`config.mk`:
```
export PLATFORM = sky130hd
export DESIGN_NAME = debug_view_ctrl_flat
export DESIGN_NICKNAME = d
export VERILOG_FILES = /design/src/rtl/debug_view_ctrl_pkg.sv /design/src/rtl/debug_view_ctrl_if.sv /design/src/rtl/debug_view_ctrl_key_debouncer.sv /design/src/rtl/debug_view_ctrl.sv /design/src/flat_wrapper.sv
export SDC_FILE = /design/constraint.sdc
export NUM_CORES = 1
export LEC_CHECK = 0
export CORE_MARGIN = 5
export CORE_UTILIZATION = 48
export DETAILED_ROUTE_END_ITERATION = 8
export PLACE_DENSITY = 0.79
export SYNTH_ARGS = -nofsm -noshare
export SYNTH_HDL_FRONTEND = slang
export SYNTH_SLANG_ARGS = --single-unit
```
`constraint.sdc`:
```
create_clock -name clock -period 2.93 [get_ports clock]
set_input_delay 0.293 -clock clock [delete_from_list [all_inputs] [get_ports clock]]
set_output_delay 0.293 -clock clock [all_outputs]
set_load 0.01 [all_outputs]
```
`src/rtl/debug_view_ctrl_pkg.sv`:
```
// Shared widths, FSM/trigger encodings and register-index helper for the
// debug register viewer.
package debug_view_pkg;

  localparam int unsigned REG_ID_W = 5;
  localparam int unsigned NUM_REGS = 32;
  localparam int unsigned DATA_W   = 32;

  typedef logic [REG_ID_W-1:0] reg_id_t;

  typedef enum logic [1:0] {
    IDLE,
    SETUP,
    CAPTURE
  } state_e;

  typedef enum logic [1:0] {
    TRG_INIT,
    TRG_ADV,
    TRG_REFRESH,
    TRG_MANUAL
  } trig_e;

  // Next register index in the scan order, wrapping past the last register.
  function automatic reg_id_t next_reg_id(input reg_id_t id);
    return REG_ID_W'((32'(id) + 32'd1) % NUM_REGS);
  endfunction

endpackage

```
`src/rtl/debug_view_ctrl_if.sv`:
```
// Board-side and core-side signals of the debug viewer; master is the
// environment (board + core), slave is the controller.
interface debug_view_ctrl_if;
  import debug_view_pkg::*;

  logic              step_key_n;
  logic              auto_mode;
  reg_id_t           sw_reg_id;
  reg_id_t           reg_out_id;
  logic [DATA_W-1:0] reg_out_data;
  logic              cpu_step;
  logic [DATA_W-1:0] view_data;
  reg_id_t           view_id;
  logic              view_valid;

  modport master (
    output step_key_n, auto_mode, sw_reg_id, reg_out_data,
    input  reg_out_id, cpu_step, view_data, view_id, view_valid
  );

  modport slave (
    input  step_key_n, auto_mode, sw_reg_id, reg_out_data,
    output reg_out_id, cpu_step, view_data, view_id, view_valid
  );

endinterface

```
`src/rtl/debug_view_ctrl_key_debouncer.sv`:
```
// Step-key synchronizer and debouncer; emits a one-cycle pulse on each
// debounced press (high-to-low of the active-low key).
module key_debouncer #(
  parameter int unsigned DEBOUNCE_CYCLES = 50000
) (
  input  logic clock,
  input  logic reset,
  input  logic key_n_i,
  output logic level_o,
  output logic press_o
);

  localparam int unsigned CNT_W = (DEBOUNCE_CYCLES > 1) ? $clog2(DEBOUNCE_CYCLES) : 1;

  logic             sync1_q, sync2_q;
  logic             level_q, level_d;
  logic             press_q, press_d;
  logic [CNT_W-1:0] cnt_q, cnt_d;

  // Count consecutive cycles the synced key disagrees with the debounced level.
  always_comb begin
    level_d = level_q;
    cnt_d   = '0;
    if (sync2_q != level_q) begin
      if (cnt_q == CNT_W'(DEBOUNCE_CYCLES - 1)) begin
        level_d = sync2_q;
      end else begin
        cnt_d = cnt_q + CNT_W'(1);
      end
    end
    press_d = level_q & ~level_d;
  end

  always_ff @(posedge clock or posedge reset) begin
    if (reset) begin
      sync1_q <= 1'b1;
      sync2_q <= 1'b1;
      level_q <= 1'b1;
      press_q <= 1'b0;
      cnt_q   <= '0;
    end else begin
      sync1_q <= key_n_i;
      sync2_q <= sync1_q;
      level_q <= level_d;
      press_q <= press_d;
      cnt_q   <= cnt_d;
    end
  end

  assign level_o = level_q;
  assign press_o = press_q;

endmodule

```
`src/rtl/debug_view_ctrl.sv`:
```
// Debug register viewer: debounced CPU stepping plus a capture FSM that
// arbitrates the core's register-read port between switches and auto-scan.
module debug_view_ctrl
  import debug_view_pkg::*;
#(
  parameter int unsigned DEBOUNCE_CYCLES = 50000,
  parameter int unsigned DWELL_CYCLES    = 50000000
) (
  input logic               clock,
  input logic               reset,
  debug_view_ctrl_if.slave  bus
);

  localparam int unsigned DWELL_W = $clog2(DWELL_CYCLES);

  logic               auto_s1_q, auto_s2_q, auto_prev_q;
  reg_id_t            sw_s1_q, sw_s2_q;
  state_e             state_q, state_d;
  reg_id_t            target_q, target_d;
  reg_id_t            reg_out_id_q, reg_out_id_d;
  logic [DATA_W-1:0]  view_data_q, view_data_d;
  reg_id_t            view_id_q, view_id_d;
  logic               view_valid_q, view_valid_d;
  logic               init_q, init_d;
  logic               step_pend_q, step_pend_d;
  logic [DWELL_W-1:0] dwell_q, dwell_d;
  logic               cpu_step_w, key_level;
  logic               trig_hit;
  trig_e              trig;

  key_debouncer #(.DEBOUNCE_CYCLES(DEBOUNCE_CYCLES)) u_key (
    .clock   (clock),
    .reset   (reset),
    .key_n_i (bus.step_key_n),
    .level_o (key_level),
    .press_o (cpu_step_w)
  );

  // A step pulse can only exist while the debounced key is held down.
  assert property (@(posedge clock) disable iff (reset) cpu_step_w |-> !key_level);

  always_comb begin
    state_d      = state_q;
    target_d     = target_q;
    view_data_d  = view_data_q;
    view_id_d    = view_id_q;
    view_valid_d = view_valid_q;
    init_d       = init_q;
    step_pend_d  = step_pend_q | cpu_step_w;
    dwell_d      = dwell_q;
    trig_hit     = 1'b1;
    trig         = TRG_INIT;

    // Trigger priority: init, auto advance, step refresh, manual change.
    if (init_q) begin
      trig = TRG_INIT;
    end else if (auto_s2_q && dwell_q == DWELL_W'(DWELL_CYCLES - 1)) begin
      trig = TRG_ADV;
    end else if (step_pend_q) begin
      trig = TRG_REFRESH;
    end else if (!auto_s2_q && sw_s2_q != view_id_q) begin
      trig = TRG_MANUAL;
    end else begin
      trig_hit = 1'b0;
    end

    case (state_q)
      IDLE: begin
        if (trig_hit) begin
          state_d     = SETUP;
          init_d      = 1'b0;
          step_pend_d = 1'b0;
          dwell_d     = '0;
          case (trig)
            TRG_INIT:    target_d = auto_s2_q ? '0 : sw_s2_q;
            TRG_ADV:     target_d = next_reg_id(view_id_q);
            TRG_REFRESH: target_d = auto_s2_q ? view_id_q : sw_s2_q;
            default:     target_d = sw_s2_q;
          endcase
        end else if (auto_s2_q) begin
          dwell_d = dwell_q + DWELL_W'(1);
        end
      end
      SETUP: begin
        state_d = CAPTURE;
      end
      CAPTURE: begin
        view_data_d  = bus.reg_out_data;
        view_id_d    = target_q;
        view_valid_d = 1'b1;
        state_d      = IDLE;
      end
      default: begin
        state_d = IDLE;
      end
    endcase

    if (auto_s2_q != auto_prev_q) begin
      dwell_d = '0;
    end

    // Read port shows the held register when idle, the target otherwise.
    reg_out_id_d = (state_d == IDLE) ? view_id_d : target_d;
  end

  always_ff @(posedge clock or posedge reset) begin
    if (reset) begin
      auto_s1_q    <= 1'b0;
      auto_s2_q    <= 1'b0;
      auto_prev_q  <= 1'b0;
      sw_s1_q      <= '0;
      sw_s2_q      <= '0;
      state_q      <= IDLE;
      target_q     <= '0;
      reg_out_id_q <= '0;
      view_data_q  <= '0;
      view_id_q    <= '0;
      view_valid_q <= 1'b0;
      init_q       <= 1'b1;
      step_pend_q  <= 1'b0;
      dwell_q      <= '0;
    end else begin
      auto_s1_q    <= bus.auto_mode;
      auto_s2_q    <= auto_s1_q;
      auto_prev_q  <= auto_s2_q;
      sw_s1_q      <= bus.sw_reg_id;
      sw_s2_q      <= sw_s1_q;
      state_q      <= state_d;
      target_q     <= target_d;
      reg_out_id_q <= reg_out_id_d;
      view_data_q  <= view_data_d;
      view_id_q    <= view_id_d;
      view_valid_q <= view_valid_d;
      init_q       <= init_d;
      step_pend_q  <= step_pend_d;
      dwell_q      <= dwell_d;
    end
  end

  assign bus.reg_out_id = reg_out_id_q;
  assign bus.cpu_step   = cpu_step_w;
  assign bus.view_data  = view_data_q;
  assign bus.view_id    = view_id_q;
  assign bus.view_valid = view_valid_q;

endmodule

```
`src/flat_wrapper.sv`:
```
// flat-port wrapper written by rule: the top's interface ports become plain ports
module debug_view_ctrl_flat import debug_view_pkg::*;
#(
  parameter int unsigned DEBOUNCE_CYCLES = 50000,
  parameter int unsigned DWELL_CYCLES    = 50000000
)
  (clock, reset, bus_step_key_n, bus_auto_mode, bus_sw_reg_id, bus_reg_out_data, bus_reg_out_id, bus_cpu_step, bus_view_data, bus_view_id, bus_view_valid);
  debug_view_ctrl_if bus_i ();
  input logic clock;
  input logic reset;
  input wire logic [$bits(bus_i.step_key_n)-1:0] bus_step_key_n;
  input wire logic [$bits(bus_i.auto_mode)-1:0] bus_auto_mode;
  input wire logic [$bits(bus_i.sw_reg_id)-1:0] bus_sw_reg_id;
  input wire logic [$bits(bus_i.reg_out_data)-1:0] bus_reg_out_data;
  output wire logic [$bits(bus_i.reg_out_id)-1:0] bus_reg_out_id;
  output wire logic [$bits(bus_i.cpu_step)-1:0] bus_cpu_step;
  output wire logic [$bits(bus_i.view_data)-1:0] bus_view_data;
  output wire logic [$bits(bus_i.view_id)-1:0] bus_view_id;
  output wire logic [$bits(bus_i.view_valid)-1:0] bus_view_valid;
  assign bus_i.step_key_n = bus_step_key_n;
  assign bus_i.auto_mode = bus_auto_mode;
  assign bus_i.sw_reg_id = bus_sw_reg_id;
  assign bus_i.reg_out_data = bus_reg_out_data;
  assign bus_reg_out_id = bus_i.reg_out_id;
  assign bus_cpu_step = bus_i.cpu_step;
  assign bus_view_data = bus_i.view_data;
  assign bus_view_id = bus_i.view_id;
  assign bus_view_valid = bus_i.view_valid;
  debug_view_ctrl #(.DEBOUNCE_CYCLES(DEBOUNCE_CYCLES), .DWELL_CYCLES(DWELL_CYCLES)) u_core (.clock(clock), .reset(reset), .bus(bus_i));
endmodule
```
==> results of run 1 <==
## flip-flops by register name (all words and copies together) (netlist names), 2 cells and up
name,flops
u_core.state_q,2
u_core.u_key.cnt_q,16
u_core.bus.view_data,32
u_core.sw_s1_q,5
u_core.sw_s2_q,5
u_core.bus.reg_out_id,5
u_core.dwell_q,26
u_core.target_q,5
u_core.bus.view_id,5
## logic make-up (layout without fill, tap and decap cells)
logic type,count (synthesis),count (layout),share of synthesized area
mux,49,49,0.110
buf+inv,25,113,0.0219
compound gates,38,38,0.0532
simple gates,162,162,0.170
flops,111,111,0.561
fa+ha+maj,3,3,0.00757
xor+xnor,43,43,0.0759
## routing by layer
metal / track usage / routed length (µm)
met1: 0.214 / 4310
met2: 0.283 / 5030
met3: 0.0620 / 590
met4: 0.0446 / 149
met5: 0 / 0
## final cells by class
class                   count  area (µm²)  area share
clock buffers              11         131      0.0215
flip-flops and latches    111        2780       0.455
clock inverters             5        41.3     0.00675
multi-input cells         295        2070       0.339
well taps                 136         170      0.0278
inverters                   7        30.0     0.00491
repair buffers             90         886       0.145
## per-stage QoR
stage / power [mW] / instances / utilization / worst slack, ps
after floorplan: 2.94 / 431 / - / 821
after global placement: 3.75 / 639 / 0.583 / 575
after detailed placement: 3.80 / 639 / 0.583 / 514
after CTS: 4.64 / 655 / 0.600 / 508
after global routing: 4.86 / 655 / 0.600 / 303
final: 4.58 / 655 / 0.600 / 520
## critical path: cells and delay by family (launching register included)
kind	cells	cell delay [ps]
flops	1	710
simple gates	2	610
buf+inv	1	240
compound gates	4	720
## path summary, 6_finish.rpt
check                                            start                                  to  slack (ps)  depth (start not counted)
setup / recovery            u_core.auto_s2_q$_DFF_PP0_  u_core.bus.reg_out_id[0]$_DFF_PP0_         520                          7
hold / removal                                   reset     u_core.u_key.cnt_q[4]$_DFF_PP0_         260                          2
setup reg to reg            u_core.auto_s2_q$_DFF_PP0_  u_core.bus.reg_out_id[0]$_DFF_PP0_         520                          7
hold reg to reg            u_core.sw_s1_q[3]$_DFF_PP0_         u_core.sw_s2_q[3]$_DFF_PP0_         360                          0
max in group asynchronous                        reset           u_core.init_q$_DFFE_PP1P_        1860                          3
min in group clock                      bus_step_key_n      u_core.u_key.sync1_q$_DFF_PP1_         310                          1
## where the power goes
part           total, mW  internal [mW]  switching, mW
Clock              0.837          0.320          0.518
Sequential          2.12           1.88          0.245
Combinational       1.62          0.949          0.673
## cells in the final DEF, fill, tap and decap left out, drive strengths merged, types with 2 or more instances in the layout
cell and n:
dfrtp 107, clkdlybuf4s50 84, nor2 48, mux2 43, nand2 26, nand3 24, xor2 24, xnor2 19
nand4 14, and3 13, o21ai 13, clkbuf 11, inv 8, mux2i 6, nor3 6, buf 6
and2 5, a21oi 5, and4 4, dfstp 4, nand2b 4, or2 3, a21o 3, ha 3
o221ai 3, nor4 3, o31ai 2, nor2b 2, o21a 2, nor3b 2, clkinvlp 2, a2bb2oi 2
or3 2, a21boi 2, clkinv 2
==> flow_summary.json, run 1 <==
{
  "cp_max_fo": 17,
  "fmax_mhz": 415,
  "coreArea_mm2": 0.0102,
  "synth_warnings": 0,
  "cts.path.max_buffers": 2,
  "syn-num-nets": 475,
  "cts-buffers-inserted": 9,
  "crit_required_ps": 3190,
  "period_minus_slack_ps": 2410,
  "fin_nets": 558,
  "die_w_um": 112,
  "slowest_delay_ps": 710,
  "placed_area_mm2": 0.00594,
  "place_congestion": 0.837,
  "synth_area_mm2": 0.00496,
  "grt_max_degree": 38,
  "finClkSkew_ps": 9.23,
  "ys_seq_elements": 111,
  "htree_levels": 3,
  "row_count": 37,
  "grt_setup_unrepaired": "no",
  "post-route-cell-area_mm2": 0.00611,
  "drc": 0,
  "antenna_found_initial": 0,
  "outcome": "completed",
  "initialDrtViolationCount": 127,
  "grtUsageTotal": 0.171,
  "synth_edf_count": 0,
  "arrival_ps": 2670,
  "synth.lib_cells_used.distinct": 52,
  "grt_overflow_total": 0,
  "die_area_mm2": 0.0125,
  "die_y_um": 112,
  "pin_count": 85,
  "setup_viol": 0,
  "yosys-top-cells-area": "dfrtp_1, mux2_2, xor2_1",
  "grt_pass1_vias": 3726,
  "synthTopCellsByCount": "dfrtp_1, nor2_1, mux2_2, nand2_1",
  "via_per_inst": 5.30,
  "ctsRootBufferMaster": "clkbuf_8",
  "irDropWorstVdd_mv": 0.630,
  "diodes": 0,
  "relSlewSlack": 0.585,
  "tns_ps": 0,
  "initial_utilization": 0.487,
  "cts_tree": "done",
  "antenna_left": 0,
  "min_path_type": "input port to async pin",
  "slowest_stage": "dfrtp_1",
  "crit_chain": "nand4b_1, nor4_4, a21boi_2, a21o_1, inv_1, o221ai_2, a21boi_1",
  "syn_inst": 431,
  "cts_num_sinks": 111,
  "hold_viol": 0,
  "postCtsSetupBuffers": 0,
  "final-max-slew-violation-count": 0,
  "wl_per_cell_um": 15.4,
  "synth-seq-area-share": 0.561,
  "worst_pin_slew_ps": 618,
  "area_growth_pct": 23.2,
  "post_cts_resized": 0,
  "firstDrtPassIters": 4,
  "end_kind": "flip-flop",
  "period_share": 0.823,
  "grt_pass1_wl_mm": 17.6,
  "cts_hold_buffers": 0,
  "async_flop_share": 1.00,
  "drt_wl_total_mm": 10.1,
  "vias": 3472,
  "netlist.area_leader.share": 0.540,
  "clk_pin_slew_ps": 100,
  "post-dp-hpwl_mm": 7.37,
  "synthFlopType": "dfrtp_1",
  "power.leakage_nw": 2.60,
  "io_buffers": 84,
  "yosysMostFrequentCell": "dfrtp_1",
  "avgSynthCellArea_um2": 11.5,
  "fillers": 862,
  "yosys.area.top_type": "dfrtp_1",
  "maxCapViolCount": 0,
  "worstSkewPairLatency_ps": 380,
  "power_density_mw_per_mm2": 750,
  "cp-start-kind": "flip-flop",
  "drive_above_1_share": 0.152,
  "critPathKind": "flip-flop to flip-flop",
  "worst_hold_slack_ps": 260
}
(Power assumes the default switching activity.)
==> run 2, diff against run 1 <==
CORE_UTILIZATION = 50   (was 48)
clock period = 2.3 ns   (was 2.93 ns; I/O delays follow)
==> run 2 against run 1 <==
  * Cell area rose by 2.2%
  * Clock skew up 4.9 ps
  * Wire length is 2.1% higher
  * Utilization is 4.2 points higher
  * Critical path depth fell by 1
  * Critical endpoint unchanged
  * Sequential share of layout area shrank 0.98 points
  * Largest power group unchanged
  * Sequential cell count stayed put
  * Global-route usage up 0.96 points
  * Cell count grew 0.92%
  * Via count up 0.23%
  * Maximum frequency grew 5.1%
  * Non-clock buffer count is 9 higher
==> flow_summary.json, run 2 (synthesis gave the netlist of run 1 again) <==
{
  "finClkSkew_ps": 14.1,
  "drc": 0,
  "fin_nets": 567,
  "cts_num_sinks": 111,
  "cp-start-kind": "flip-flop",
  "place_congestion": 0.908,
  "htree_levels": 3,
  "largest_register_ffs": 32,
  "drt_wl_total_mm": 10.3,
  "worst_pin_slew_ps": 570,
  "p_comb_frac": 0.362,
  "worst_slack_ps": 6.75,
  "row_count": 36,
  "firstDrtPassIters": 4,
  "hold_start": "bus_step_key_n",
  "power_density_mw_per_mm2": 965,
  "fmax_mhz": 436,
  "worst-path-buf-inv": 0,
  "final_common_cell": "dfrtp_1",
  "finalPower_mw": 6.03,
  "initialDrtViolationCount": 132,
  "via_per_inst": 5.26,
  "cts_hold_buffers": 0,
  "swShare": 0.321,
  "power.leakage_nw": 2.66,
  "switchingPower_mw": 1.94,
  "grt_setup_unrepaired": "yes",
  "cts.path.max_buffers": 2,
  "pin_count": 85,
  "cts-buffers-inserted": 9,
  "wl_per_cell_um": 15.6,
  "cp-startpoint": "u_core.dwell_q[10]$_DFFE_PP0P_",
  "die_y_um": 110,
  "antenna_found_initial": 0,
  "reg2reg_depth": 6,
  "io_buffers": 84,
  "regToRegSetupSlack_ps": 7,
  "worstSkewPairLatency_ps": 380,
  "crit_required_ps": 2590,
  "cp_max_fo": 5,
  "grt_overflow_total": 0,
  "outcome": "completed",
  "initial_utilization": 0.510,
  "min_path_cells": 1,
  "die_area_mm2": 0.0120,
  "min_path_type": "input port to flip-flop",
  "critPathKind": "flip-flop to flip-flop",
  "grtUsageTotal": 0.181,
  "p_seq_frac": 0.445,
  "post-dp-hpwl_mm": 7.30,
  "relSlewSlack": 0.620,
  "cts_tree": "done",
  "met1_usage": 0.236,
  "area_growth_pct": 25.9,
  "busiest_layer": "met2",
  "slowest_delay_ps": 540,
  "end_kind": "flip-flop",
  "use_met2": 0.303,
  "irDropWorstVdd_mv": 0.590,
  "final_cell_mix": "dfrtp_1, clkdlybuf4s50_1, nor2_1",
  "grt_pass1_vias": 3482,
  "drive_above_1_share": 0.178,
  "r2r-start": "u_core.dwell_q[10]$_DFFE_PP0P_",
  "arrival_ps": 2590,
  "grt_pass1_wl_mm": 17.1,
  "fin_util": 0.642,
  "period_minus_slack_ps": 2290,
  "final-max-slew-violation-count": 0,
  "maxCapViolCount": 0,
  "clk_pin_slew_ps": 110,
  "hold_viol": 0,
  "crit_chain": "or4_4, nor4_4, nand2_2, mux2_4, o221ai_2, a21boi_1",
  "path_delay_family": "simple AND/OR/NAND/NOR gates",
  "placed_area_mm2": 0.00599,
  "slowest_stage": "or4_4",
  "hold_end": "u_core.u_key.sync1_q$_DFF_PP1_",
  "post-route-cell-area_mm2": 0.00625,
  "tns_ps": 0,
  "antenna_left": 0,
  "r2r_end": "u_core.bus.reg_out_id[0]$_DFF_PP0_",
  "die_w_um": 110,
  "coreArea_mm2": 0.00973,
  "vias": 3480,
  "period_share": 0.997,
  "p_clk_frac": 0.193,
  "ctsRootBufferMaster": "clkbuf_8",
  "setup_viol": 0,
  "pre_cts_slack_ps": -67.7,
  "grt_max_degree": 112,
  "p_int_mw": 4.09,
  "met3_usage": 0.0458,
  "fillers": 793,
  "diodes": 0
}
==> run 2: changes by cell type in the layout (fill, tap and decap cells not counted), sizes merged <==
| cell | previous run | this run |
|---|---|---|
| buf | 6 | 15 |
| inv | 8 | 10 |
| clkbuf | 11 | 9 |
==> run 2: per-layer routing <==
layer  part of all wire  vias to the layer above
met2               0.53                       80
met1               0.42                     1713
met5                  0                        -
li1                   -                     1685
met4             0.0045                        0
met3              0.050                        2
==> run 2: cell type report <==
cell class / instances / area [µm²] / share of cell area
Inverter: 7 / 30.0 / 0.00481
Sequential cell: 111 / 2780 / 0.445
Multi-Input combinational cell: 295 / 2100 / 0.336
Clock buffer: 9 / 124 / 0.0198
Timing Repair Buffer: 99 / 966 / 0.155
Clock inverter: 7 / 80.1 / 0.0128
Tap cell: 133 / 166 / 0.0266
==> run 2: worst register-to-register path: stages (launching register included) <==
cell and delay (ps):
dfrtp_1 430, or4_4 540, nor4_4 340, nand2_2 190, mux2_4 340, o221ai_2 180
a21boi_1 190
==> run 2: how the worst max path moves through the flow <==
stage,cells past startpoint,to,slack [ps]
after floorplan,7,u_core.dwell_q[0]$_DFFE_PP0P_,190
after global placement,6,u_core.bus.reg_out_id[3]$_DFF_PP0_,100
after detailed placement,6,u_core.bus.reg_out_id[3]$_DFF_PP0_,-70
after CTS,6,u_core.bus.reg_out_id[0]$_DFF_PP0_,20
after global routing,6,u_core.bus.reg_out_id[1]$_DFF_PP0_,-70
final,6,u_core.bus.reg_out_id[0]$_DFF_PP0_,7
==> run 2: metrics by stage <==
step	cells	hold WS, ps
6_report	661	249
5_1_grt	661	232
4_1_cts	660	229
3_5_place_dp	641	335
3_3_place_gp	641	333
2_1_floorplan	431	234
==> run 2: what timing repair did <==
| action | in CTS | in global routing |
|---|---|---|
| pin swaps | 2 | 0 |
| gates resized for setup | 3 | 3 |
| setup endpoints to repair | 3 | 7 |
| endpoints found under the hold margin | 0 | 0 |
| setup buffers | 3 | 1 |
==> run 2: power by group through the flow <==
stage | sequential (mW) | combinational (mW) | clock (mW)
3_5_place_dp | 2.72 | 2.17 | 0
3_3_place_gp | 2.70 | 2.12 | 0
6_report | 2.68 | 2.18 | 1.16
5_1_grt | 2.75 | 2.34 | 1.30
2_1_floorplan | 2.86 | 0.894 | 0
4_1_cts | 2.69 | 2.19 | 1.21
